--- src/rtl/stream_min_max.sv ---
// rtl/stream_min_max.sv - per-frame min/max/span/count statistics over a valid/ready sample stream
module stream_min_max #(
    parameter int WIDTH = 8,
    parameter int CW    = 8
) (
    input  logic             clk,
    input  logic             rst_n,
    input  logic             in_valid,
    input  logic [WIDTH-1:0] in_data,
    input  logic             in_last,
    output logic             in_ready,
    output logic             out_valid,
    input  logic             out_ready,
    output logic [WIDTH-1:0] out_min,
    output logic [WIDTH-1:0] out_max,
    output logic [WIDTH-1:0] out_span,
    output logic [CW-1:0]    out_count,
    output logic             out_sat,
    output logic             out_flat
);

    typedef enum logic [1:0] {EMPTY, ACC, DONE} state_t;

    localparam logic [CW-1:0] COUNT_ONE = {{(CW-1){1'b0}}, 1'b1};
    localparam logic [CW-1:0] COUNT_MAX = {CW{1'b1}};

    state_t           state_q, state_d;
    logic [WIDTH-1:0] min_q, min_d;
    logic [WIDTH-1:0] max_q, max_d;
    logic [CW-1:0]    count_q, count_d;
    logic             sat_q, sat_d;
    logic             flat_q, flat_d;
    logic             lt_min, gt_max;

    // Borrow out of a WIDTH+1-bit subtraction is the unsigned "a < b" flag.
    assign lt_min = 1'(({1'b0, in_data} - {1'b0, min_q}) >> WIDTH);
    assign gt_max = 1'(({1'b0, max_q} - {1'b0, in_data}) >> WIDTH);

    always_comb begin
        state_d = state_q;
        min_d   = min_q;
        max_d   = max_q;
        count_d = count_q;
        sat_d   = sat_q;
        flat_d  = flat_q;
        case (state_q)
            EMPTY: begin
                if (in_valid) begin
                    min_d   = in_data;
                    max_d   = in_data;
                    count_d = COUNT_ONE;
                    sat_d   = 1'b0;
                    flat_d  = 1'b1;
                    state_d = in_last ? DONE : ACC;
                end
            end
            ACC: begin
                if (in_valid) begin
                    if (lt_min)            min_d  = in_data;
                    if (gt_max)            max_d  = in_data;
                    if (in_data != min_q)  flat_d = 1'b0;
                    if (count_q == COUNT_MAX) sat_d = 1'b1;
                    else                      count_d = count_q + COUNT_ONE;
                    if (in_last)           state_d = DONE;
                end
            end
            DONE: begin
                if (out_ready) state_d = EMPTY;
            end
            default: state_d = EMPTY;
        endcase
    end

    always_ff @(posedge clk or negedge rst_n) begin
        if (!rst_n) begin
            state_q <= EMPTY;
            min_q   <= '0;
            max_q   <= '0;
            count_q <= '0;
            sat_q   <= 1'b0;
            flat_q  <= 1'b0;
        end else begin
            state_q <= state_d;
            min_q   <= min_d;
            max_q   <= max_d;
            count_q <= count_d;
            sat_q   <= sat_d;
            flat_q  <= flat_d;
        end
    end

    assign in_ready  = (state_q != DONE);
    assign out_valid = (state_q == DONE);
    assign out_min   = min_q;
    assign out_max   = max_q;
    assign out_span  = max_q - min_q;
    assign out_count = count_q;
    assign out_sat   = sat_q;
    assign out_flat  = flat_q;

endmodule

--- config.mk ---
export PLATFORM = sky130hd
export DESIGN_NAME = stream_min_max
export DESIGN_NICKNAME = d
export VERILOG_FILES = /design/src/rtl/stream_min_max.sv
export SDC_FILE = /design/constraint.sdc
export NUM_CORES = 1
export LEC_CHECK = 0
export ABC_CLOCK_PERIOD_IN_PS = 2700
export CORE_MARGIN = 2
export CORE_UTILIZATION = 48
export DETAILED_ROUTE_END_ITERATION = 12
export PLACE_DENSITY = 0.87
export SLEW_MARGIN = 20
export SYNTH_ARGS = -nofsm -noshare
export SYNTH_HDL_FRONTEND = slang
export SYNTH_SLANG_ARGS = --single-unit
export TNS_END_PERCENT = 100
--- constraint.sdc ---
create_clock -name clk -period 2.7 [get_ports clk]
set_clock_uncertainty 0.1 [all_clocks]
set_input_delay 0.81 -clock clk [delete_from_list [all_inputs] [get_ports clk]]
set_output_delay 0.81 -clock clk [all_outputs]
set_load 0.02 [all_outputs]
**Word-level counts from Yosys, hierarchy flattened**

Index checks and enable logic that the tools add are counted.

- Bits in registers: 28
- Input bits: 13
- Output and inout port bits: 36

- Add/subtract/negate cells: 4
- Eq/ne operators: 14
- Multiplexer cells: 25
- Reduce and logical (&&, ||, !) cells: 8

Operators with widths:

| operator | count |
|---|---|
| $mux 8 | 8 |
| $pmux 8 s2 | 3 |
| $reduce_and 4->1 | 6 |
| $ne 2x2->1 const B | 9 |
| $sub 8x8->9 | 2 |
| $mux 2 | 5 |
| $add 8x1->8 const B | 1 |
| $eq 8x8->1 const B | 1 |
| $ne 8x8->1 | 1 |
| $sub 8x8->8 | 1 |
| $mux 1 | 6 |
| $pmux 2 s3 | 1 |
| $pmux 1 s2 | 2 |
| $eq 2x1->1 const B | 1 |
| $eq 2x2->1 const B | 1 |
| $logic_not 2->1 | 1 |
| $ne 2x1->1 const B | 1 |
| $reduce_bool 2->1 | 1 |

**Longest topological paths before layout**

Gate-level depths: netlist of the first run.

- Word-level depth: 4
- Depth in mapped cells: 9
- Depth with buffers taken out: 9

**Worst setup path after synthesis of the first run**

Ideal clock, no wire load.

- Path type: reg2out
- From: register max_q[0], in the netlist out_max[0]
- To: output port out_span[6]
- Arrival time: 1.969 ns
- Data required time: 1.790 ns
- Setup slack: -0.179 ns
- Stages on the path, launching flop included: 10
- Cell sequence: dfrtp_1 inv_1 ha_1 inv_1 fa_1 a21o_1 a21oi_1 o21bai_1 a21oi_1 xnor2_1

- Cells in the longest elaborated chain, start to end: 1

RTL lines:

| what | line | source |
|---|---|---|
| start: declaration | 29 | `logic [WIDTH-1:0] max_q, max_d;` |
| start signal: assignment | 85 | `max_q <= max_d;` |
| $sub 8x8->8 | 96 | `assign out_span = max_q - min_q;` |
| end: declaration | 16 | `output logic [WIDTH-1:0] out_span,` |

No other way between the ends.

**Worst setup path after layout of the first run**

Same ends and word-level chain as after synthesis.

==> run_results.csv, run 1 <==
group,metric,value,unit
run_status,outcome,"finished, violations left",
run_status,violations,"negative setup slack",
min_path,min_path_type,"flip-flop to flip-flop",
cells_and_area,final_nets,319,
detailed_routing,firstDrtPassIters,4,
cts,clkTransAtPathRegs,0.10,ns
global_route,grt_pass1_vias,1877,
setup_path,crit_arrival,2.27,ns
sta,relSlewSlack,68.66,%
cells_and_area,fillers,205,
global_route,overflow,0,
sta,rsz0062_at_grt,"yes",
flow_run,maxCapViolCount,0,
power_and_ir_drop,p_switching,1.277,mW
cts,insertion_delay,0.28,ns
die,io_pins,49,
setup_path,rr_endpoint,"out_max[1]",
power_and_ir_drop,pwr-share-seq,19.8,%
yosys,avgSynthCellArea,10.04,sq um
setup_path,critPathKind,"flip-flop to output port",
sta,setup_slack,-0.4810,ns
yosys,syn_area,1838,sq um
sta,setup_viol,5,
yosys,syn-num-nets,220,
yosys,synth_seq_cells,28,
yosys,yosysTopAreaCell,"dfrtp_1",
placement,dp_hpwl,3.722,mm
setup_path,cp-start-kind,"flip-flop",
sta,fin_crit,3.181,ns
die,die_area,4340,sq um
setup_path,r2r-start,"out_max[2]",
power_and_ir_drop,swShare,41.48,%
setup_path,crit_slowest_cell,"dfrtp_2",
setup_path,cp-end-kind,"output port",
global_route,gr-usage-all-layers,26.11,%
cells_and_area,drive_above_1_share,36.65,%
placement,routabilityCongestion,0.8477,
setup_path,path_max_fanout,2,
detailed_routing,drtAntennaViolNets,0,
cts,cts_buffers,3,
setup_path,required,1.79,ns
sta,fmax,0.3144,GHz
setup_path,crit_family,"compound AO/OA/AOI/OAI gates",
die,die_w,65.88,um
setup_path,max_stage_delay,0.43,ns
cts,htree_levels,1,
setup_path,r2r_slack,0.23,ns
die,num_rows,22,
power_and_ir_drop,power_frac_comb,69.1,%
yosys,synth.distinct_cells,37,
power_and_ir_drop,internal_power,1.801,mW
cells_and_area,fin_cells,329,
cells_and_area,syn2layout_area_growth,61.47,%
setup_path,r2r_cells,8,
detailed_routing,wl,5.732,mm
yosys,synth-seq-area-share,38.12,%
global_route,grt_max_degree,29,
global_route,antenna_found_initial,0,
sta,finalSetupTns,-1.450,ns
cts,cts_num_sinks,28,
yosys,ys.warnings.count,0,
sta,slew_violations,0,
placement,io_buffers,48,
detailed_routing,drt_iter0_drc,100,
detailed_routing,via_per_inst,5.547,
die,fp.dieH,65.88,um
cts,clock_path_buffers,2,
setup_path,worst-path-stages,10,
die,start_util,50.21,%
yosys,post-synth-top-count-cell,"dfrtp_1",
placement,postPlaceCellArea,2748,sq um
yosys,yosys-top-cells-area,"dfrtp_1 (38%), ha_1 (16%), mux2i_1 (5.4%)",
sta,fin_crit_sh,117.8,%
power_and_ir_drop,clkPwrFrac,11.0,%
setup_path,critPathLaunch,"out_max[0]",
sta,tightest_slew,0.4683,ns
detailed_routing,drt-wirelength-per-cell,17.42,um
yosys,synth_edf_count,0,
yosys,synth-async-reset-ratio,100.0,%
min_path,whs_path_depth,1,
setup_path,cp-endpoint,"out_span[6]",
setup_path,cp_cell_sequence,"inv_2, ha_4, inv_2, fa_2, a21o_1, a21oi_2, o21bai_2, a21oi_2, xnor2_2, buf_4",
detailed_routing,drc,0,
power_and_ir_drop,p_leak,1.417,nW
cts,hold_buffers,0,
cells_and_area,final_area,2968,sq um
cts,root_buffer,"clkbuf_8",
placement,post-place-cells,322,
yosys,synthTopCellsByCount,"dfrtp_1 (28), ha_1 (23), inv_1 (23)",
yosys,synth_top_area_share,38.12,%
yosys,synth_ff_type,"dfrtp_1",
detailed_routing,vias,1825,
global_route,grt_first_pass_wirelength,8.638,mm
die,coreArea,3661,sq um
yosys,synthCells,183,
power_and_ir_drop,power.density,1037,nW/um^2
sta,hold_viol,0,
cts,cts_tree,"built",
power_and_ir_drop,ir_drop,0.7898,mV
cells_and_area,antenna-diode-count,0,
setup_path,worstPathBufferInverterCount,3,
-- through the flow --
stage | util, % | hold slack [ns] | power (mW) | setup slack, ns
3_3_place_gp | 75.05 | 0.3516 | 2.454 | -0.4994
2_1_floorplan | - | 0.3397 | 1.583 | 0.001515
4_1_cts | 79.32 | 0.3969 | 2.939 | -0.5211
3_5_place_dp | 75.05 | 0.3741 | 2.517 | -0.6342
5_1_grt | 81.07 | 0.4045 | 3.222 | -0.5654
6_report | 81.07 | 0.3958 | 3.078 | -0.4810
-- logic make-up (layout without fill, tap and decap cells) --
logic type      after synthesis  after routing  synth area share [%]
simple gates                 33             33                 8.645
compound gates               47             47                 17.50
buf+inv                      26            124                 5.310
xor+xnor                      7              7                 3.336
fa+ha+maj                    24             24                 16.75
mux                          18             18                 10.35
flops                        28             28                 38.12
-- final cells by class --
class | count | area [sq um] | share of cell area, %
flip-flops and latches | 28 | 706.9 | 23.82
repair buffers | 97 | 840.8 | 28.33
inverters | 23 | 86.33 | 2.909
clock buffers | 3 | 41.29 | 1.391
well taps | 48 | 60.06 | 2.024
clock inverters | 1 | 30.03 | 1.012
multi-input cells | 129 | 1202 | 40.51
-- flip-flops by register name (all words and copies together) (netlist names) --
register and cells:
out_count 8, out_sat 1, out_max 8, state_q 2, out_flat 1, out_min 8
-- metal layers --
| metal | GRT usage [%] | vias up | routed length [um] |
|---|---|---|---|
| li1 | - | 848 | - |
| met1 | 32.02 | 879 | 2256 |
| met2 | 45.96 | 77 | 3028 |
| met3 | 3.237 | 21 | 277 |
| met4 | 10.94 | 0 | 170 |
| met5 | 0 | - | 0 |
-- placed cells by master (no fill, tap or decap), drive strengths merged, types with 9 or more instances in the layout --
cell type	instances
buf	55
clkdlybuf4s50	34
dfrtp	28
ha	23
inv	23
a21oi	16
mux2i	10
o21ai	10
nand2	9
nor2	9
-- power groups by stage --
stage | clock, mW | sequential [mW] | combinational [mW]
after detailed placement | 0 | 0.605 | 1.91
after CTS | 0.340 | 0.601 | 2.00
after floorplan | 0 | 0.720 | 0.863
final | 0.340 | 0.611 | 2.13
after global placement | 0 | 0.597 | 1.86
after global routing | 0.355 | 0.622 | 2.24
-- timing repair --
action | CTS | global route
endpoints found under the setup margin | 15 | 15
gates resized for setup | 56 | 17
pin swaps | 16 | 13
buffers inserted | 2 | 1
-- worst min path at each step --
| stage | startpoint | end | slack, ns |
|---|---|---|---|
| detailed placement | out_flat | out_flat | 0.37 |
| CTS | out_flat | out_flat | 0.40 |
| floorplan | state_q[1] | state_q[0] | 0.34 |
| finish | out_flat | out_flat | 0.40 |
| global placement | state_q[1] | state_q[0] | 0.35 |
| global route | out_flat | out_flat | 0.40 |
Power figures use the tool's default switching activity.
==> inputs of run 2 (changes only) <==
--- a/config.mk
+++ b/config.mk
@@ -7,9 +7,10 @@
 export LEC_CHECK = 0
 export ABC_CLOCK_PERIOD_IN_PS = 2700
 export CORE_MARGIN = 2
-export CORE_UTILIZATION = 48
+export CORE_UTILIZATION = 55
 export DETAILED_ROUTE_END_ITERATION = 12
-export PLACE_DENSITY = 0.87
+export DONT_BUFFER_PORTS = 1
+export PLACE_DENSITY = 0.78
 export SLEW_MARGIN = 20
 export SYNTH_ARGS = -nofsm -noshare
 export SYNTH_HDL_FRONTEND = slang
==> run 2 against run 1 <==
Compared with the run above: sequential share of layout area grew 7.2 points; largest power group unchanged; clock power decreased by 39%; the run still ends with negative setup slack left; worst hold slack lost 0.36 ns; cell area fell by 23%; sequential power rose by 7.7%; combinational power shrank 29%; via count fell by 17%; setup slack improved by 0.10 ns; non-clock buffer count is 68 lower; die area down 12%; largest cell class unchanged.
==> run_results.csv, run 2 (same netlist as run 1, synthesis figures left out) <==
group,metric,value,unit
run_status,outcome,"finished, violations left",
run_status,violations,"negative setup slack",
cells_and_area,final_cell_mix,"buf_4 (28), dfrtp_1 (24), ha_1 (20)",
setup_path,cp_cell_sequence,"inv_2, ha_4, inv_2, fa_2, a21o_1, a21oi_2, o21bai_1, a21oi_2, xnor2_2",
cells_and_area,final_common_cell,"buf_4",
power_and_ir_drop,power.density,1048,nW/um^2
detailed_routing,drc,0,
global_route,grt_pass1_vias,1508,
detailed_routing,wl,4.241,mm
setup_path,path_max_fanout,2,
cts,clkTransAtPathRegs,0.15,ns
sta,relSlewSlack,68.18,%
detailed_routing,firstDrtPassIters,4,
sta,setup_viol,4,
power_and_ir_drop,p_leak,1.086,nW
sta,fmax,0.3250,GHz
die,num_rows,20,
placement,io_buffers,0,
cts,hold_buffers,0,
global_route,grt_first_pass_wirelength,6.851,mm
sta,fin_hold_ws,0.03877,ns
setup_path,required,1.79,ns
die,start_util,58.76,%
die,coreArea,3128,sq um
cts,cts_num_sinks,28,
power_and_ir_drop,total_power,2.383,mW
cts,cts_buffers,3,
cts,htree_levels,1,
sta,fin_crit_sh,114.0,%
power_and_ir_drop,ir_drop,0.7585,mV
detailed_routing,vias,1509,
detailed_routing,wl_met2,2.184,mm
sta,setup_slack,-0.3774,ns
detailed_routing,drt-wirelength-per-cell,16.50,um
die,die_w,61.81,um
sta,tightest_slew,0.4756,ns
setup_path,crit_family,"compound AO/OA/AOI/OAI gates",
die,die_area,3820,sq um
flow_run,maxCapViolCount,0,
detailed_routing,via_per_inst,5.872,
cts,root_buffer,"clkbuf_4",
cells_and_area,antenna-diode-count,0,
detailed_routing,drtAntennaViolNets,0,
min_path,min_path_type,"input port to asynchronous set/reset pin",
placement,dp_hpwl,3.121,mm
cts,clock_path_buffers,2,
die,io_pins,49,
sta,fin_crit,3.077,ns
detailed_routing,drt_iter0_drc,80,
cells_and_area,fillers,220,
global_route,gr-usage-all-layers,24.10,%
setup_path,critPathKind,"flip-flop to output port",
global_route,grt_max_degree,29,
sta,slew_violations,0,
sta,rsz0062_at_grt,"yes",
placement,pre_cts_ws,-0.03397,ns
cts,insertion_delay,0.33,ns
setup_path,crit_slowest_cell,"dfrtp_2",
cts,cts_tree,"built",
setup_path,cp-start-kind,"flip-flop",
cells_and_area,syn2layout_area_growth,23.76,%
detailed_routing,top_layer,"met4",
setup_path,cp-end-kind,"output port",
placement,routabilityCongestion,0.8742,
sta,hold_viol,0,
setup_path,worstPathBufferInverterCount,2,
detailed_routing,wl_met3,237,um
die,fp.dieH,61.81,um
detailed_routing,routedLengthMet1,1.785,mm
global_route,overflow,0,
setup_path,max_stage_delay,0.44,ns
setup_path,crit_arrival,2.17,ns
global_route,antenna_found_initial,0,
cells_and_area,drive_above_1_share,30.52,%
cells_and_area,final_nets,251,
[run 2: cell count changes in the layout (fill, tap and decap cells not counted), moves of 3 or more]
| cell | change |
|---|---|
| clkdlybuf4s50_1 | -34 |
| buf_6 | -3 |
| ha_4 | -3 |
| dlymetal6s2s_1 | -3 |
| clkbuf_4 | +3 |
| buf_4 | -24 |
| ha_1 | +3 |
[run 2: final timing paths]
check | slack (ns) | from | end | cells after the start
max | -0.38 | out_max[0] | out_span[6] | 9
min | 0.04 | rst_n | out_max[5] | 0
max reg2reg | 0.27 | out_max[1] | out_max[2] | 7
min reg2reg | 0.38 | state_q[1] | state_q[0] | 1
max in group asynchronous | 2.37 | rst_n | out_min[0] | 0
min in group clk | 0.38 | state_q[1] | state_q[0] | 1
[run 2: layer usage]
metal | GRT usage [%] | up-vias
met5 | 0 | -
li1 | - | 714
met2 | 40.60 | 47
met1 | 33.29 | 743
met3 | 3.727 | 5
met4 | 4.559 | 0
[run 2: layout make-up]
cell class,count,area [sq um],share of cell area (%)
Multi-Input combinational cell,129,1161,51.04
Clock buffer,4,36.28,1.595
Timing Repair Buffer,29,230.2,10.12
Inverter,23,86.33,3.795
Sequential cell,28,705.7,31.02
Tap cell,44,55.05,2.420
[run 2: metrics by stage]
stage	TNS (ns)	utilization [%]	std cells	area [sq um]
3_3_place_gp	0	67.20	247	2102
2_1_floorplan	0	-	183	1873
5_1_grt	-1.665	72.72	257	2275
6_report	-1.197	72.72	257	2275
3_5_place_dp	-0.03724	67.20	247	2102
4_1_cts	-1.069	70.40	254	2202
[run 2: timing repair]
| action | in CTS | in global routing |
|---|---|---|
| endpoints found under the setup margin | 4 | 6 |
| setup buffers | 3 | 3 |
| cloned | 0 | 0 |
| gates resized for setup | 8 | 7 |
| pin swaps | 2 | 3 |
[run 2: report_power, final]
group | total [mW] | leakage (nW) | internal (mW) | switching [mW]
Combinational | 1.52 | 0.725 | 0.692 | 0.823
Clock | 0.209 | 0.0210 | 0.0827 | 0.127
Sequential | 0.658 | 0.340 | 0.516 | 0.143
Total | 2.38 | 1.09 | 1.29 | 1.09
